===== src/rtl/dual_alu_io_pkg.sv =====
// Shared types and pad map for the dual 4-bit ALU pad responder.
// ALU_PARITY_EN trades the counter MSB for a result parity bit.
package dual_alu_io_pkg;

  typedef enum logic [1:0] {
    ALU_ADD = 2'b00,
    ALU_SUB = 2'b01,
    ALU_AND = 2'b10,
    ALU_XOR = 2'b11
  } alu_op_e;

  typedef enum logic [1:0] {
    SETTLE,
    COMMIT,
    HOLD
  } state_e;

  localparam int IN_A0_LSB   = 18;
  localparam int IN_B0_LSB   = 22;
  localparam int IN_A1_LSB   = 26;
  localparam int IN_B1_LSB   = 30;
  localparam int IN_SEL1_LSB = 34;
  localparam int IN_SEL2_LSB = 36;
  localparam int OUT_HI_LSB  = 4;
  localparam int OUT_LO_BIT  = 0;

  // Offsets inside the synchronized 20-bit vector
  localparam int IN_BASE = IN_A0_LSB;

  localparam logic [37:0] OEB_MASK =
    ~(38'h1 | (38'h3FFF << OUT_HI_LSB));

`ifdef ALU_PARITY_EN
  localparam int CTR_W = 3;
`else
  localparam int CTR_W = 4;
`endif

endpackage


===== src/rtl/dual_alu_pad_responder_alu4_core.sv =====
// Combinational 4-bit ALU: add, sub (borrow in bit 4), and, xor.
module alu4_core
  import dual_alu_io_pkg::*;
(
  input  logic [3:0] i_a,
  input  logic [3:0] i_b,
  input  alu_op_e    i_sel,
  output logic [4:0] o_y
);

  always_comb begin
    o_y = '0;
    unique case (i_sel)
      ALU_ADD: o_y = {1'b0, i_a} + {1'b0, i_b};
      ALU_SUB: o_y = {1'b0, i_a} - {1'b0, i_b};
      ALU_AND: o_y = {1'b0, i_a & i_b};
      ALU_XOR: o_y = {1'b0, i_a ^ i_b};
      default: o_y = '0;
    endcase
  end

endmodule


===== src/rtl/dual_alu_pad_responder.sv =====
// Pad-side responder: debounces operand pins, commits two ALU results.
// ALU_PARITY_EN puts result parity in W[13] and narrows the counter.
module dual_alu_pad_responder
  import dual_alu_io_pkg::*;
#(
  parameter int STABLE_CYCLES = 8,
  parameter int SYNC_STAGES   = 2
)(
  input  logic        clock,
  input  logic        resetb,
  input  logic [37:0] io_in,
  output logic [37:0] io_out,
  output logic [37:0] io_oeb
);

  logic [19:0]      r_sync [SYNC_STAGES];
  logic [19:0]      w_s;
  state_e           r_state;
  logic [19:0]      r_cand;
  logic [7:0]       r_cnt;
  logic [4:0]       r_r0;
  logic [4:0]       r_r1;
  logic [CTR_W-1:0] r_ctr;
  logic             r_valid;
  logic [4:0]       w_y0;
  logic [4:0]       w_y1;
  logic             w_chg;
  logic             w_done;
  logic [14:0]      w_word;
  logic             w_unused;

  assign w_unused = ^io_in[IN_BASE-1:0];

  always_ff @(posedge clock) begin
    if (!resetb) begin
      for (int i = 0; i < SYNC_STAGES; i++)
        r_sync[i] <= '0;
    end else begin
      r_sync[0] <= io_in[37:IN_BASE];
      for (int i = 1; i < SYNC_STAGES; i++)
        r_sync[i] <= r_sync[i-1];
    end
  end

  assign w_s    = r_sync[SYNC_STAGES-1];
  assign w_chg  = (w_s != r_cand);
  assign w_done = (r_cnt == 8'(STABLE_CYCLES - 1));

  alu4_core u_alu0 (
    .i_a   (r_cand[IN_A0_LSB-IN_BASE +: 4]),
    .i_b   (r_cand[IN_B0_LSB-IN_BASE +: 4]),
    .i_sel (alu_op_e'(r_cand[IN_SEL1_LSB-IN_BASE +: 2])),
    .o_y   (w_y0)
  );

  alu4_core u_alu1 (
    .i_a   (r_cand[IN_A1_LSB-IN_BASE +: 4]),
    .i_b   (r_cand[IN_B1_LSB-IN_BASE +: 4]),
    .i_sel (alu_op_e'(r_cand[IN_SEL2_LSB-IN_BASE +: 2])),
    .o_y   (w_y1)
  );

`ifdef ALU_PARITY_EN
  logic r_par;

  always_ff @(posedge clock) begin
    if (!resetb)
      r_par <= 1'b0;
    else if (r_state == SETTLE && !w_chg && w_done)
      r_par <= ^{w_y1, w_y0};
  end

  assign w_word = {r_valid, r_par, r_ctr, r_r1, r_r0};
`else
  assign w_word = {r_valid, r_ctr, r_r1, r_r0};
`endif

  // Results latch on the edge that leaves SETTLE so valid rises with them
  always_ff @(posedge clock) begin
    if (!resetb) begin
      r_state <= SETTLE;
      r_cand  <= '0;
      r_cnt   <= '0;
      r_r0    <= '0;
      r_r1    <= '0;
      r_ctr   <= '0;
      r_valid <= 1'b0;
    end else begin
      unique case (r_state)
        SETTLE: begin
          if (w_chg) begin
            r_cand  <= w_s;
            r_cnt   <= '0;
            r_valid <= 1'b0;
          end else if (w_done) begin
            r_state <= COMMIT;
            r_cnt   <= '0;
            r_r0    <= w_y0;
            r_r1    <= w_y1;
            r_ctr   <= r_ctr + 1'b1;
            r_valid <= 1'b1;
          end else begin
            r_cnt <= r_cnt + 8'd1;
          end
        end
        COMMIT, HOLD: begin
          if (w_chg) begin
            r_state <= SETTLE;
            r_cand  <= w_s;
            r_cnt   <= '0;
            r_valid <= 1'b0;
          end else begin
            r_state <= HOLD;
          end
        end
        default: r_state <= SETTLE;
      endcase
    end
  end

  always_comb begin
    io_out                       = '0;
    io_out[OUT_LO_BIT]           = w_word[0];
    io_out[OUT_HI_LSB +: 14]     = w_word[14:1];
  end

  assign io_oeb = OEB_MASK;

endmodule


===== config.mk =====
export PLATFORM = sky130hd
export DESIGN_NAME = dual_alu_pad_responder
export DESIGN_NICKNAME = d
export VERILOG_FILES = /design/src/rtl/dual_alu_io_pkg.sv /design/src/rtl/dual_alu_pad_responder_alu4_core.sv /design/src/rtl/dual_alu_pad_responder.sv
export SDC_FILE = /design/constraint.sdc
export NUM_CORES = 1
export LEC_CHECK = 0
export CAP_MARGIN = 20
export CORE_ASPECT_RATIO = 1.2
export CORE_UTILIZATION = 35
export DETAILED_ROUTE_END_ITERATION = 12
export PLACE_DENSITY = 0.67
export SYNTH_ARGS = -nofsm -noshare
export SYNTH_HDL_FRONTEND = slang
export SYNTH_HIERARCHICAL = 1
export SYNTH_SLANG_ARGS = --single-unit

===== constraint.sdc =====
create_clock -name clock -period 1.97 [get_ports clock]
set_input_delay 0.2955 -clock clock [delete_from_list [all_inputs] [get_ports clock]]
set_output_delay 0.2955 -clock clock [all_outputs]
set_load 0.01 [all_outputs]

Word level (Yosys, flattened, before mapping). Memory sizes are Yosys's and may differ from the RTL's. Cells that the tools add are included.

Bits in registers: 45. Bits in writable memories: 40. Input port bits: 40. Logic and storage cells: 64. Memories: 1.

Memories: r_sync (depth 2, bits a word 20, read ports 2, clocked after Yosys merged registers in 0, wr ports 2, RTL line dual_alu_pad_responder.sv:16) `logic [19:0] r_sync [SYNC_STAGES];`.

Add/subtract/negate cells: 6. Eq/ne operators: 14. Muxes and demuxes: 18. Bitwise logic cells: 7. Reductions and logical operators: 11.

Operator list (number): 20-bit two-way mux (2); 5-bit case mux with 4 select lines (2); 8-bit two-way mux (3); 20-bit inequality test (1); 8-bit case mux with 2 select lines (1); 4-bit by 4-bit adder with 5-bit output (2); 2-bit == test (second input constant) (5); 4-bit by 4-bit subtractor with 5-bit output (2); 8-bit by 1-bit adder with 8-bit output (second input constant) (1); 4-bit AND (2); 8-bit by 3-bit == test with 1-bit output (second input constant) (1); 4-bit bitwise XOR (2); 2-bit by 1-bit == test with 1-bit output (second input constant) (3); 2-bit zero test (3); 2-bit two-way mux (3); 2-bit inequality test (second input constant) (3); 2-bit AND reduction (3); 3-bit AND reduction (2); 1-bit two-way mux (5); 4-bit by 1-bit adder with 4-bit output (second input constant) (1); 2-bit case mux with 2 select lines (1); 3-bit inequality test (second input constant) (1); 3-bit OR reduction (1); 1-bit OR (2); 4 further kinds (4).

Longest topological paths before layout. Gate-level depths: netlist of the first run.

Word-level depth: 4. Depth in mapped cells: 12. Depth with buffers taken out: 12.

Modules after synthesis. The synthesis of the first run kept the hierarchy.

Modules (own cells, without submodules): dual_alu_pad_responder (times used 1, cells each 407, area each 3774.9 sq um, seq. area each 1701.6 sq um); alu4_core at u_alu1 (times used 1, cells each 48, area each 385.4 sq um, seq. area each 0.0 sq um); alu4_core at u_alu0 (times used 1, cells each 48, area each 381.6 sq um, seq. area each 0.0 sq um).

Worst setup path before layout of the first run. Ideal clock, no wire load.

Path kind: reg2reg. Start: reg r_cand[12]. End: reg r_r1[3]. Setup time: 0.072 ns. Arrival: 2.084 ns. Setup slack: -0.185 ns. Cell stages (with the launch flop): 12. Buffers on the path: 0. Clock period less this slack: 2.155 ns. Cell sequence: dfxtp_1 -> inv_1 -> ha_1 -> mux2_4 -> inv_1 -> ha_1 -> nor2b_4 -> o21a_1 -> o21a_1 -> o31ai_2 -> nand2_1 -> mux2i_1.

RTL lines: start, declared (RTL line dual_alu_pad_responder.sv:19) `logic [19:0] r_cand;`; start signal, assigned (RTL line dual_alu_pad_responder.sv:92) `r_cand <= w_s;`; start signal, assigned (RTL line dual_alu_pad_responder.sv:109) `r_cand <= w_s;`; 4-bit by 4-bit subtractor with 5-bit output / 4-bit by 4-bit adder with 5-bit output (equally long branches) (RTL line dual_alu_pad_responder_alu4_core.sv:15, dual_alu_pad_responder_alu4_core.sv:14); 5-bit case mux with 4 select lines * (RTL line dual_alu_pad_responder_alu4_core.sv:13) `unique case (i_sel)`; named net w_y1[3] (RTL line dual_alu_pad_responder.sv:26) `logic [4:0] w_y1;`; end signal, assigned (RTL line dual_alu_pad_responder.sv:99) `r_r1 <= w_y1;`; end, declared (RTL line dual_alu_pad_responder.sv:22) `logic [4:0] r_r1;`.

The timed path passes the listed nets; every way through them passes the cells marked *. A chain may end at the register's enable or synchronous reset.

Worst setup path after layout of the first run.
Start: reg r_cand[13]. End: reg r_r1[4].

Same word-level chain as after synthesis.

==> metrics.txt, run 1 <==
post-synthesis register bit count 85; core region area 12670 um2; Final Max Slew Viols 0; Worst-Margin Slew 638.0 ps; Seq/Total Area, Yosys 0.3747; Synth Cell Area 4542 um2; adder-cell share of the synthesized area 0.06942; post-synthesis cell type count 45; Seq. cell area 1708 um2; worst hold start resetb; cell count after synthesis 503; Routed WL 7.975 mm; Finished Cell Area 5405 um2; mux cell area share after synthesis 0.09862; IO Port Bufs 36; critical path type reg -> reg; Critical Path AT 2300 ps; outcome complete, but fails checks; Hold-fix buffers, CTS 0; RSZ-0062 raised after global routing true; R2R depth 11; num rows 45; hold crit path type in -> reg; internal reg-to-reg setup slack -100 ps; xor and xnor area share after synthesis 0.05399; Clock Root Buffer clkbuf_16; Max Cap Viol 0; hold path depth 3; Top-Level Pins 116; gr ovfl total 0; CTS Buf Count 9; Power Density 737.3 nW/um2; clk buf depth 2; final count of hold timing violations 0; Slew HR 0.5747; post-synthesis compound-gate area fraction 0.05289; initial antenna violation count 0; latest clock arrival within the worst-skew pair 340 ps; Clk pin slew, worst setup/hold paths 60 ps; area grow syn2layout 19.01%; detailed placement HPWL 5.686 mm; clk_skew 6.109 ps; CP endpoint kind flop; Antenna Nets Post-Route 0; Pre-Repair DR Iteration Count 4; Fillers 1252; CTS tree built; die footprint 13440 um2; Worst EP required 2200 ps; Multi-input gate area 2539 um2; vias post-DR 3144; Placer Congestion 0.8001; Sink Count 85; Tcrit/Tclk final 1.051; wire per inst 11.14 um; cell taking the most area after synthesis dfxtp_1; Avg Cell Area, Syn 9.030 um2; vias in the first global route 2936; FMAX 483.2 MHz; share of cells above drive strength 1 0.1449; initial core utilization 0.3585; Reg-to-Reg Start r_cand[13]; DIE WIDTH 106.0 um; # setup viols final 4; Pleak 2.264 nW; worst-path fanout max 2; WHS Endpoint r_cnt[2]; Max VDD drop 0.3987 mV; drt via density 4.391; Synth Flop Type dfxtp_1; Worst Setup Start Kind flop; initial drt markers 182; post-synthesis simple-gate area fraction 0.2041; total number of yosys warnings 6; All-Layer GR Usage 0.1235; dominant cells by area after synthesis dfxtp_1 37%, buf_4 10%, mux2i_1 9.0%; largest family of logic cells by synthesized area simple AND/OR/NAND/NOR gates; final hold slack 316.0 ps; nets 611; largest net degree at the start of global routing 83; DIE HEIGHT 126.8 um; count leader, synth dfxtp_1; violated checks setup timing; Post-synth EDFFs 0; share of Yosys cell area claimed by the top area cell type 0.3747; H-tree levels 3; Period minus WS final 2070 ps; PnR worst setup slack -99.71 ps; placement-stage cell area 4931 um2; worst r2r dst r_r1[4]; # diodes 0; first-pass GRT wire length 13.13 mm; Residual DRC 0; async set or reset register ratio after synthesis 0; synth cell count leaders 85 x dfxtp_1, 73 x nand2_1, 62 x buf_4, 41 x and2_1, 41 x mux2i_1
-- area by class of cell --
cell class	count	area share
multi-input cells	371	0.4697
flip-flops and latches	85	0.3160
repair buffers	59	0.1060
clock buffers	9	0.04167
well taps	164	0.03796
inverters	21	0.01505
clock inverters	7	0.01366
-- flip-flops by register name, summed over array words and instances (netlist names) --
name	count
r_r0	5
r_state	2
r_cnt	8
r_r1	5
r_valid	1
r_ctr	4
r_sync	40
r_cand	20
-- repair_timing --
action | in CTS | in global routing
endpoints found under the setup margin | 4 | 36
setup buffers | 1 | 4
pin swaps | 5 | 4
resized for setup | 10 | 16
-- how the worst max path moves through the flow --
| stage | from | to | slack [ps] | cells after the start |
|---|---|---|---|---|
| after floorplan | r_cand[12] | r_r1[3] | -100 | 11 |
| after detailed placement | r_cand[12] | r_r1[3] | -160 | 11 |
| after CTS | r_cand[13] | r_r1[3] | -140 | 11 |
| after global placement | r_cand[12] | r_r1[3] | -110 | 11 |
| final | r_cand[13] | r_r1[4] | -100 | 11 |
| after global routing | r_cand[4] | r_r0[3] | -200 | 10 |
-- layer usage --
| metal | vias to the layer above | track usage | wire, um |
|---|---|---|---|
| li1 | 1605 | - | - |
| met1 | 1437 | 0.1399 | 3559 |
| met2 | 88 | 0.2065 | 3829 |
| met3 | 14 | 0.03597 | 351 |
| met4 | 0 | 0.07108 | 233 |
| met5 | - | 0 | 0 |
-- power breakdown --
part / total, W / internal [W] / switching (W)
registers: 0.00180 / 0.00177 / 0.0000313
clock network: 0.00167 / 0.000985 / 0.000685
logic: 0.000513 / 0.000240 / 0.000273
total: 0.00399 / 0.00300 / 0.000989
-- worst max-delay path: stages (launching register included) --
cell and delay [ps]:
dfxtp_2 330, inv_2 40, ha_4 220, mux2_4 280, buf_4 140, fa_2 360
nand2b_4 160, a21oi_2 120, xor2_1 140, nor2_1 50, nand2_1 50, mux2i_1 60
-- logic make-up (layout without fill, tap and decap cells) --
kind of cell / after synthesis / in the layout
AND/OR/NAND/NOR: 178 / 178
buffers and inverters: 106 / 96
flip-flops: 85 / 85
multiplexers: 44 / 44
AO/OA/AOI/OAI: 36 / 36
XOR/XNOR: 28 / 28
adder cells (fa/ha/maj): 24 / 24
other: 2 / 61
-- metrics by stage --
| step | setup TNS, ps | total power [W] | instances | worst slack, ps | util |
|---|---|---|---|---|---|
| floorplan | -174.1 | 0.002258 | 562 | -104.2 | - |
| global placement | -175.7 | 0.002274 | 695 | -108.0 | 0.3892 |
| detailed placement | -319.0 | 0.002289 | 695 | -156.1 | 0.3892 |
| CTS | -344.3 | 0.003989 | 712 | -135.5 | 0.4174 |
| global route | -931.4 | 0.004172 | 716 | -203.1 | 0.4267 |
| finish | -291.7 | 0.003985 | 716 | -99.71 | 0.4267 |
-- cell usage in the layout, fill, tap and decap left out, types with 7 or more instances in the layout --
cell,instances
nand3_1,8
and2_1,41
xnor2_1,25
a21oi_1,7
clkbuf_16,9
conb_1,61
nand2_1,72
dfxtp_1,80
ha_1,18
inv_1,15
clkdlybuf4s50_1,35
nand2b_1,7
nor2_1,17
mux2i_1,41
buf_4,18
Note: power is estimated with default switching activity, not from simulation.
==> run 2: changes to the inputs <==
--- a/config.mk
+++ b/config.mk
@@ -9,6 +9,7 @@
 export CORE_ASPECT_RATIO = 1.2
 export CORE_UTILIZATION = 35
 export DETAILED_ROUTE_END_ITERATION = 12
+export MAX_ROUTING_LAYER = met4
 export PLACE_DENSITY = 0.67
 export SYNTH_ARGS = -nofsm -noshare
 export SYNTH_HDL_FRONTEND = slang
==> metrics.txt, run 2 (synthesis results as in run 1) <==
outcome complete, but fails checks; violated checks setup timing; Top-Level Pins 116; FMAX 482.8 MHz; Clk pin slew, worst setup/hold paths 60 ps; CP endpoint kind flop; Residual DRC 0; IO Port Bufs 36; gr ovfl total 0; Antenna Nets Post-Route 0; Worst Setup Start Kind flop; Slew HR 0.5670; Placer Congestion 0.8116; Pleak 2.264 nW; DIE HEIGHT 126.8 um; drt via density 4.398; Period minus WS final 2071 ps; initial drt markers 165; All-Layer GR Usage 0.1273; slowest CP cell fa_2; die footprint 13440 um2; Top delay family on crit path adder cells; critical path type reg -> reg; clk buf depth 2; top flop regs r_sync (40), r_cand (20), r_cnt (8); Sink Count 85; Max Cap Viol 0; most frequent cells in the layout 80 x dfxtp_1, 72 x nand2_1, 61 x conb_1; area grow syn2layout 19.01%; Power Density 737.7 nW/um2; Biggest register r_sync; num rows 45; CP peak stage delay 360 ps; RSZ-0062 raised after global routing true; final core utilization 0.4267; Hold-fix buffers, CTS 0; setup TNS -301.8 ps; crit-path cells inv_2 -> ha_4 -> mux2_4 -> buf_4 -> fa_2 -> nand2b_4 -> a21oi_2 -> xor2_1 -> nor2_1 -> nand2_1 -> mux2i_1; clk_skew 5.581 ps; initial antenna violation count 0; number of flip-flops in the largest register 40; CTS tree built; final count of hold timing violations 0; wire per inst 11.12 um; Routed WL 7.959 mm; Worst EP required 2200 ps; DIE WIDTH 106.0 um; core region area 12670 um2; Tcrit/Tclk final 1.051; hold crit path type in -> reg; share of cells above drive strength 1 0.1449; initial core utilization 0.3585; Buf/Inv on CP 2; Max VDD drop 0.3992 mV; # setup viols final 4; Pre-Repair DR Iteration Count 4; CTS Buf Count 9; vias in the first global route 2934; largest net degree at the start of global routing 83; H-tree levels 3; Critical Path AT 2300 ps; Clock Root Buffer clkbuf_16; Final Max Slew Viols 0; vias post-DR 3149; PnR worst setup slack -101.1 ps; nets 611; internal reg-to-reg setup slack -100 ps; first-pass GRT wire length 13.12 mm; latest clock arrival within the worst-skew pair 340 ps; most common cell after layout, fill and taps aside dfxtp_1; Worst-Margin Slew 649.4 ps; detailed placement HPWL 5.686 mm; worst-path fanout max 2; # diodes 0
[run 2: layout make-up]
type,count,area (um2)
timing repair buffer,59,573.1
inverter,21,81.33
fill,1252,7263
multi-input combinational,371,2539
tap,164,205.2
clock inverter,7,73.82
sequential,85,1708
clock buffer,9,225.2
[run 2: timing repair]
item / 4_1_cts / 5_1_grt
setup endpoints to repair: 4 / 36
gates resized for setup: 10 / 16
pin swaps: 5 / 4
setup buffers: 1 / 4
[run 2: worst min-delay path: cells and delay by family]
kind	cells	cell delay, ps
buf+inv	2	250
compound gates	1	50
[run 2: worst paths after layout]
check / depth (start not counted) / start / end
worst max-delay path: 11 / r_cand[13] / r_r1[4]
worst min-delay path: 3 / resetb / r_cnt[5]
worst max register to register: 11 / r_cand[13] / r_r1[4]
worst min register to register: 1 / r_sync[0][5] / r_sync[0][25]
[run 2: power breakdown]
part	leakage, nW	switching (W)	internal, W	total (W)
sequential	0.697	0.0000313	0.00177	0.00180
combinational	1.42	0.000273	0.000240	0.000513
clock	0.146	0.000687	0.000985	0.00167
[run 2: routing by layer]
metal,up-vias,part of all wire,GRT usage
met4,0,0.029,0.07108
li1,1611,-,-
met1,1429,0.44,0.1411
met2,95,0.48,0.2061
met3,14,0.048,0.03494
met5,-,0,-
[run 2: metrics by stage]
| stage | power (W) | cell area [um2] | std cells | hold WS [ps] | setup slack, ps |
|---|---|---|---|---|---|
| after floorplan | 0.002258 | 4793 | 562 | 411.9 | -104.2 |
| after CTS | 0.003989 | 5288 | 712 | 298.9 | -135.5 |
| after global routing | 0.004172 | 5405 | 716 | 310.7 | -203.1 |
| after detailed placement | 0.002289 | 4931 | 695 | 417.7 | -156.1 |
| after global placement | 0.002274 | 4931 | 695 | 419.8 | -108.0 |
| final | 0.003987 | 5405 | 716 | 312.3 | -101.1 |
==> run 3: changes to the inputs <==
--- a/config.mk
+++ b/config.mk
@@ -11,6 +11,7 @@
 export DETAILED_ROUTE_END_ITERATION = 12
 export MAX_ROUTING_LAYER = met4
 export PLACE_DENSITY = 0.67
+export SKIP_CTS_REPAIR_TIMING = 1
 export SYNTH_ARGS = -nofsm -noshare
 export SYNTH_HDL_FRONTEND = slang
 export SYNTH_HIERARCHICAL = 1
==> metrics.txt, run 3 (synthesis results as in run 1) <==
number of flip-flops in the largest register 40; outcome complete, but fails checks; Setup WS pre-CTS -156.1 ps; Residual DRC 0; violated checks setup timing; Max Cap Viol 0; Power Density 739.7 nW/um2; # diodes 0; placement-stage cell area 4931 um2; hold path depth 3; num rows 45; met2 routed WL 3.789 mm; Pre-Repair DR Iteration Count 4; Sink Count 85; Pleak 2.243 nW; critical path type reg -> reg; die footprint 13440 um2; latest clock arrival within the worst-skew pair 340 ps; wire per inst 11.08 um; Worst EP required 2240 ps; most frequent cells in the layout 79 x dfxtp_1, 72 x nand2_1, 61 x conb_1; vias in the first global route 2938; # setup viols final 4; uppermost layer routed met4; initial core utilization 0.3585; initial drt markers 182; Final Power 0.003956 W; CTS tree built; top flop regs r_sync (40), r_cand (20), r_cnt (8); Final Max Slew Viols 0; IO Port Bufs 36; Placed Cells 695; Antenna Nets Post-Route 0; Top-Level Pins 116; M1 WL 3.552 mm; internal reg-to-reg setup slack -170 ps; DIE WIDTH 106.0 um; detailed placement HPWL 5.686 mm; Worst Setup Start Kind flop; H-tree levels 3; Finished Layout Cells 712; first-pass GRT wire length 13.03 mm; hold crit path type in -> reg; clk buf depth 2; Clock Root Buffer clkbuf_16; nets 607; Tcrit/Tclk final 1.084; final count of hold timing violations 0; share of cells above drive strength 1 0.1369; met3 wire length 326 um; Biggest register r_sync; FMAX 468.1 MHz; area grow syn2layout 17.77%; drt via density 4.357; Critical Path AT 2410 ps; Slew HR 0.5627; RSZ-0062 raised after global routing true; CTS Buf Count 9; R2R depth 11; Clk pin slew, worst setup/hold paths 60 ps; Max VDD drop 0.4009 mV; Worst-Margin Slew 656.0 ps; All-Layer GR Usage 0.1257; PnR worst setup slack -166.1 ps; DIE HEIGHT 126.8 um; Finished Cell Area 5349 um2; initial antenna violation count 0; CP endpoint kind flop; clk_skew 5.664 ps; core region area 12670 um2; gr ovfl total 0; worst-path fanout max 2; Routed WL 7.886 mm; Placer Congestion 0.8116; vias post-DR 3102; largest net degree at the start of global routing 83; most common cell after layout, fill and taps aside dfxtp_1; Period minus WS final 2136 ps
-- run 3: changes by cell type in the layout (fill, tap and decap cells not counted), sizes merged --
| cell | before | now |
|---|---|---|
| buf | 24 | 20 |
-- run 3: worst max-delay path: stages (launching register included) --
cell,delay [ps]
dfxtp_2,330
inv_2,40
ha_4,220
mux2_4,270
inv_2,80
ha_4,200
nor2b_4,120
o21a_1,200
o21a_1,190
o31ai_2,230
nand2_1,70
mux2i_1,120
-- run 3: routing by layer --
layer / GRT usage / up-vias
met5: - / -
met3: 0.03443 / 15
met1: 0.1402 / 1403
met4: 0.06781 / 0
li1: - / 1600
met2: 0.2038 / 84
-- run 3: final timing paths --
kind | start | endpoint
min | resetb | r_cnt[5]
max reg2reg | r_cand[13] | r_r1[3]
max | r_cand[13] | r_r1[3]
min reg2reg | r_sync[0][17] | r_sync[0][37]
-- run 3: cell type report --
type	instances	area [um2]
inverters	21	78.83
multi-input cells	371	2534
clock buffers	9	225.2
flip-flops and latches	85	1709
repair buffers	55	523.0
fillers	1255	7320
clock inverters	7	73.82
well taps	164	205.2
-- run 3: report_power, final --
| group | switching (W) | internal (W) | total, W |
|---|---|---|---|
| registers | 0.0000316 | 0.00177 | 0.00180 |
| logic | 0.000260 | 0.000221 | 0.000481 |
| clock network | 0.000688 | 0.000985 | 0.00167 |
| total | 0.000980 | 0.00298 | 0.00396 |
-- run 3: through the flow --
stage | hold WS (ps) | setup TNS [ps] | utilization
floorplan | 411.9 | -174.1 | -
global placement | 419.8 | -175.7 | 0.3892
detailed placement | 417.7 | -319.0 | 0.3892
CTS | 298.9 | -381.8 | 0.4128
global route | 315.8 | -826.0 | 0.4222
finish | 316.0 | -355.0 | 0.4222
